$ cat src/rtl/axi_line_pkg.sv
// axi_line_pkg: shared states, AXI encodings and address alignment for the line master
package axi_line_pkg;

    typedef enum logic [2:0] {
        S_IDLE,
        S_AR,
        S_R,
        S_AW,
        S_W,
        S_B,
        S_DONE
    } state_t;

    localparam logic [1:0] BURST_FIXED = 2'b00;
    localparam logic [1:0] BURST_INCR  = 2'b01;
    localparam logic [1:0] BURST_WRAP  = 2'b10;

    localparam logic [2:0] SIZE_4B = 3'b010;

    localparam logic [1:0] RESP_OKAY   = 2'b00;
    localparam logic [1:0] RESP_EXOKAY = 2'b01;
    localparam logic [1:0] RESP_SLVERR = 2'b10;
    localparam logic [1:0] RESP_DECERR = 2'b11;

    // Bursts start on a line boundary; single accesses only drop the byte offset.
    function automatic logic [31:0] line_align(input logic [31:0] addr, input logic single,
                                               input int unsigned words);
        logic [31:0] mask;
        mask = single ? 32'd3 : 32'(words * 4) - 32'd1;
        return addr & ~mask;
    endfunction

endpackage

$ cat src/rtl/axi_line_master.sv
// axi_line_master: AXI3 master for line refills, line writebacks and single-word accesses
module axi_line_master
    import axi_line_pkg::*;
#(
    parameter int          LINE_WORDS = 8,
    parameter logic [3:0]  AXI_ID     = 4'd0
) (
    input  logic                     aclk,
    input  logic                     aresetn,
    input  logic                     req_valid,
    output logic                     req_ready,
    input  logic                     req_we,
    input  logic                     req_single,
    input  logic [31:0]              req_addr,
    input  logic [3:0]               req_wstrb,
    input  logic [LINE_WORDS*32-1:0] req_wline,
    output logic                     resp_valid,
    output logic                     resp_err,
    output logic [LINE_WORDS*32-1:0] resp_rline,
    output logic [3:0]               arid,
    output logic [31:0]              araddr,
    output logic [7:0]               arlen,
    output logic [2:0]               arsize,
    output logic [1:0]               arburst,
    output logic [1:0]               arlock,
    output logic [3:0]               arcache,
    output logic [2:0]               arprot,
    output logic                     arvalid,
    input  logic                     arready,
    input  logic [3:0]               rid,
    input  logic [31:0]              rdata,
    input  logic [1:0]               rresp,
    input  logic                     rlast,
    input  logic                     rvalid,
    output logic                     rready,
    output logic [3:0]               awid,
    output logic [31:0]              awaddr,
    output logic [7:0]               awlen,
    output logic [2:0]               awsize,
    output logic [1:0]               awburst,
    output logic [1:0]               awlock,
    output logic [3:0]               awcache,
    output logic [2:0]               awprot,
    output logic                     awvalid,
    input  logic                     awready,
    output logic [3:0]               wid,
    output logic [31:0]              wdata,
    output logic [3:0]               wstrb,
    output logic                     wlast,
    output logic                     wvalid,
    input  logic                     wready,
    input  logic [3:0]               bid,
    input  logic [1:0]               bresp,
    input  logic                     bvalid,
    output logic                     bready
);

    localparam int BW = $clog2(LINE_WORDS) + 1;

    state_t                  r_state, w_next;
    logic                    r_we, r_single, r_err;
    logic [3:0]              r_strb;
    logic [31:0]             r_addr;
    logic [BW-1:0]           r_beat;
    logic [LINE_WORDS*32-1:0] r_buf, r_rline;
    logic [7:0]              w_len;
    logic                    w_last, w_accept, w_rbeat, w_wbeat, w_bbeat;
    logic [BW-2:0]           w_widx;
    logic                    w_unused;

    assign w_len    = r_single ? 8'd0 : 8'(LINE_WORDS - 1);
    assign w_last   = 8'(r_beat) == w_len;
    assign w_widx   = r_beat[BW-2:0];
    assign w_accept = req_valid && req_ready;
    assign w_rbeat  = r_state == S_R && rvalid;
    assign w_wbeat  = r_state == S_W && wready;
    assign w_bbeat  = r_state == S_B && bvalid;
    assign w_unused = ^{rid, bid};

    assign req_ready  = r_state == S_IDLE;
    assign resp_valid = r_state == S_DONE;
    assign resp_err   = resp_valid && r_err;
    assign resp_rline = r_rline;

    assign arid    = AXI_ID;
    assign araddr  = r_addr;
    assign arlen   = w_len;
    assign arsize  = SIZE_4B;
    assign arburst = BURST_INCR;
    assign arlock  = 2'b00;
    assign arcache = 4'h0;
    assign arprot  = 3'b000;
    assign arvalid = r_state == S_AR;
    assign rready  = r_state == S_R;

    assign awid    = AXI_ID;
    assign awaddr  = r_addr;
    assign awlen   = w_len;
    assign awsize  = SIZE_4B;
    assign awburst = BURST_INCR;
    assign awlock  = 2'b00;
    assign awcache = 4'h0;
    assign awprot  = 3'b000;
    assign awvalid = r_state == S_AW;

    assign wid    = AXI_ID;
    assign wdata  = r_buf[32*w_widx +: 32];
    assign wstrb  = r_single ? r_strb : 4'hF;
    assign wlast  = r_state == S_W && w_last;
    assign wvalid = r_state == S_W;
    assign bready = r_state == S_B;

    // State register; reset aborts any transfer in flight without a completion.
    always_ff @(posedge aclk or negedge aresetn) begin
        if (!aresetn) r_state <= S_IDLE;
        else          r_state <= w_next;
    end

    // Next-state decode: each channel phase advances on its own handshake.
    always_comb begin
        w_next = r_state;
        case (r_state)
            S_IDLE:  w_next = req_valid ? (req_we ? S_AW : S_AR) : S_IDLE;
            S_AR:    w_next = arready ? S_R : S_AR;
            S_R:     w_next = (rvalid && rlast) ? S_DONE : S_R;
            S_AW:    w_next = awready ? S_W : S_AW;
            S_W:     w_next = (wready && w_last) ? S_B : S_W;
            S_B:     w_next = bvalid ? S_DONE : S_B;
            S_DONE:  w_next = S_IDLE;
            default: w_next = S_IDLE;
        endcase
    end

    // Request latch, beat counter and sticky error flag.
    always_ff @(posedge aclk or negedge aresetn) begin
        if (!aresetn) begin
            r_we     <= 1'b0;
            r_single <= 1'b0;
            r_strb   <= 4'h0;
            r_addr   <= 32'h0;
            r_buf    <= '0;
            r_err    <= 1'b0;
            r_beat   <= '0;
        end else begin
            if (w_accept) begin
                r_we     <= req_we;
                r_single <= req_single;
                r_strb   <= req_wstrb;
                r_addr   <= line_align(req_addr, req_single, LINE_WORDS);
                r_buf    <= req_wline;
                r_err    <= 1'b0;
                r_beat   <= '0;
            end
            if (w_rbeat) begin
                if (r_beat < BW'(LINE_WORDS)) r_beat <= r_beat + BW'(1);
                if (rresp != RESP_OKAY || (rlast && !w_last) || r_beat == BW'(LINE_WORDS))
                    r_err <= 1'b1;
            end
            if (w_wbeat) r_beat <= r_beat + BW'(1);
            if (w_bbeat && bresp != RESP_OKAY) r_err <= 1'b1;
        end
    end

    // Read line is filled in place; beats past the end of the line are dropped.
    always_ff @(posedge aclk or negedge aresetn) begin
        if (!aresetn) r_rline <= '0;
        else
            for (int i = 0; i < LINE_WORDS; i++)
                if (w_rbeat && r_beat == BW'(i)) r_rline[32*i +: 32] <= rdata;
    end

endmodule
$ cat config.mk
export PLATFORM = sky130hd
export DESIGN_NAME = axi_line_master
export DESIGN_NICKNAME = d
export VERILOG_FILES = /design/src/rtl/axi_line_pkg.sv /design/src/rtl/axi_line_master.sv
export SDC_FILE = /design/constraint.sdc
export NUM_CORES = 1
export LEC_CHECK = 0
export CAP_MARGIN = 0
export CORE_AREA = 8 8 296 298
export CTS_CLUSTER_SIZE = 8
export DETAILED_ROUTE_END_ITERATION = 10
export DIE_AREA = 0 0 304 306
export GPL_TIMING_DRIVEN = 0
export SYNTH_ARGS = -nofsm -noshare
export SYNTH_HDL_FRONTEND = slang
export SYNTH_SLANG_ARGS = --single-unit
$ cat constraint.sdc
create_clock -name aclk -period 3.5 [get_ports aclk]
set_clock_uncertainty 0.05 [all_clocks]
set_input_delay 0.35 -clock aclk [delete_from_list [all_inputs] [get_ports aclk]]
set_output_delay 0.35 -clock aclk [all_outputs]
set_load 0.005 [all_outputs]
==> summary.txt <==
Synth
  – Synth Instances: 2123
  – Netlist cell types: 44
  – Post-synth ARST share: 1.00
  – Ys flop type: dfrtp_1
  – Largest cells by area after synthesis: dfrtp_1 (57%), nand2_1 (15%), mux2_4 (11%)
  – Post-synth EDFFs: 0
  – Seq cells post-synth: 555
  – Warnings, synthesis: 0
  – Synth Area per Inst: 11.5 sq um
  – Count leader, synth: nand2_1
  – Post-synth top area share: 0.567
  – Synth top cells by count: nand2_1 (966), dfrtp_1 (555), mux2_4 (180)
  – Post-synthesis sequential area ratio: 0.567
  – Mapped Area: 0.0245 sq mm
  – Dominant cell type by area after synthesis: dfrtp_1

Detailed routing
  – Drt pass-1 iters: 4
  – Final ANT Viol Nets: 0
  – Wire per inst: 22.8 um
  – Drt total wl: 93100 um
  – DRC Markers: 0
  – 1st-iter DRT viols: 855
  – Via density per instance: 4.50
  – Overall via count from detail_route: 18362

Cells and area
  – Layout cells sized above 1: 0.198
  – Area added between synthesis and finish: 45.2%
  – Finished Layout Cells: 4078
  – Multi-input combinational cell area: 0.00942 sq mm
  – Register Area: 0.0139 sq mm
  – Layout Nets: 3318
  – Filler cell count: 7945

Power
  – Clock power share: 0.232
  – Reg power frac: 0.349
  – Combinational Power Share: 0.419
  – Switching Fraction: 0.331
  – Leak: 17.5 nW
  – Overall power: 31.0 mW
  – Max VDD drop: 392 uV
  – Switching pwr: 10.3 mW
  – Pwr/cell area: 872 mW/mm^2
  – Int Power: 20.7 mW

Hold path
  – Worst Hold Depth: 3
  – Hold Path Sink: r_buf[59]
  – Tightest Hold Check Type: input pin to flip-flop
  – Worst hold start: req_wline[59]

Timing
  – Final Cycle Share: 0.960
  – Worst slew pin tran: 0.926 ns
  – Max-slew violations: 0
  – Fmax: 298 MHz
  – Final Setup Violations: 0
  – Crit path time final: 3.36 ns
  – Final setup TNS: 0 ns
  – Hold violation total from the final report: 0
  – RSZ-0062 raised after global routing: false
  – Hold Slack: 0.206 ns
  – Slew headroom: 0.383

Setup path
  – FF-to-FF path depth: 6
  – R2R setup slack: 1.15 ns
  – CP arrival: 2.96 ns
  – Critical Path RT: 3.10 ns
  – Reg-to-reg endpoint: r_buf[175]
  – Launching point of the worst reg2reg path: r_state[2]
  – CP Launch Type: flip-flop
  – Crit-path max FO: 10
  – WS Path Type: flip-flop to output pin
  – Critical Path Sink Type: output pin

Placement
  – Port bufs: 703
  – Routability cong.: 0.841
  – Hpwl dp: 72400 um
  – Dpl cells: 3963

Floorplan
  – FP Rows: 106
  – Die Wd: 304 um
  – Die height: 306 um
  – Die area: 0.0930 sq mm
  – Initial Utilization: 0.296
  – Io pins: 768
  – Core area: 0.0829 sq mm

Clock tree
  – Postcts setup bufs: 0
  – Clock buffer depth: 3
  – H-tree levels: 3
  – Clk slew on worst S/H paths: 0.06 ns
  – Worst skew pair latency: 0.59 ns
  – Root Driver: clkbuf_16
  – CTS tree: built
  – Num CTS Buffers: 81
  – TritonCTS sink count: 555

Global route
  – GRT Util Overall: 0.195
  – Antenna violations before repair: 33
  – First-pass GRT wire length: 137000 um
  – Vias in the first global route: 19976
  – Largest net degree at the start of global routing: 116
  – Remaining global-route overflow: 0

Flow run
  – Max-cap check violation count: 0

Outcome
  – Status: finished clean
==> registers in the layout (all words and copies together), names as in the netlist <==
signal	flops
r_state	3
resp_rline	256
r_single	1
r_strb	4
r_buf	256
araddr	30
r_beat	4
r_err	1
==> layout by cell type (no fill, tap or decap), types with 47 or more instances in the layout <==
master | netlist | routed
mux4_2 | 64 | 64
mux2_4 | 180 | 180
buf_2 | 69 | 67
mux2_2 | 47 | 47
nand2_1 | 966 | 966
clkdlybuf4s50_1 | 0 | 701
clkbuf_16 | 0 | 81
buf_4 | 93 | 92
dfrtp_1 | 555 | 553
conb_1 | 2 | 54
==> worst max path at each step <==
stage          startpoint              end  depth (start not counted)
2_1_floorplan   r_beat[0]        wdata[15]                          6
3_3_place_gp      aresetn  resp_rline[141]                          1
3_5_place_dp    r_beat[1]        wdata[30]                          6
4_1_cts         r_beat[0]        wdata[22]                          7
5_1_grt         r_beat[0]        wdata[22]                          7
6_report        r_beat[0]        wdata[22]                          7
==> worst max-delay path, stage by stage (launching register included) <==
cell and delay [ns]:
dfrtp_1 0.38, buf_4 0.20, buf_8 0.20, buf_6 0.22
mux4_2 0.58, nand2_1 0.10, nand2_1 0.10, clkdlybuf4s50_1 0.55
==> logic make-up after synthesis <==
group | count (synthesis) | share of synthesized area
AND/OR/NAND/NOR | 1011 | 0.163
flip-flops | 555 | 0.567
multiplexers | 324 | 0.206
buffers and inverters | 210 | 0.0567
AO/OA/AOI/OAI | 17 | 0.00475
adder cells (fa/ha/maj) | 4 | 0.00204
other | 2 | 0.000307
==> per-stage QoR <==
step | setup slack, ns | area (sq um) | utilization
finish | 0.140 | 35600 | 0.429
global route | 0.0101 | 35600 | 0.429
CTS | 0.0537 | 35500 | 0.429
detailed placement | -0.0121 | 33200 | 0.401
global placement | -24.00 | 33100 | 0.399
floorplan | 1.56 | 24700 | -
==> power by group through the flow <==
stage / logic [mW] / registers, mW / clock network, mW
finish: 13.0 / 10.8 / 7.20
global placement: 13.0 / 10.9 / 0
global route: 14.1 / 11.2 / 7.68
detailed placement: 13.1 / 10.9 / 0
floorplan: 6.27 / 10.5 / 0
CTS: 13.2 / 10.8 / 7.42
==> routing by layer <==
layer,share of wire,up-vias,track usage
met5,0.0010,-,0
met4,0.032,16,0.0655
met3,0.088,160,0.0721
met2,0.48,712,0.328
met1,0.40,9035,0.231
li1,-,8439,-
==> repair_timing <==
item / CTS / global route
endpoints found under the hold margin: 73 / 0
hold buffers: 1 / 0
resized for setup: 14 / 0
setup endpoints to repair: 22 / 0
==> final cells by class <==
cell class	instances	share of cell area
well taps	1080	0.0380
flip-flops and latches	555	0.390
diodes	19	0.00134
plain buffers	205	0.0393
clock inverters	8	0.00450
multi-input cells	1410	0.265
clock buffers	87	0.0590
repair buffers	709	0.202
inverters	5	0.000528
No activity file was read; power rests on OpenSTA's default activity.
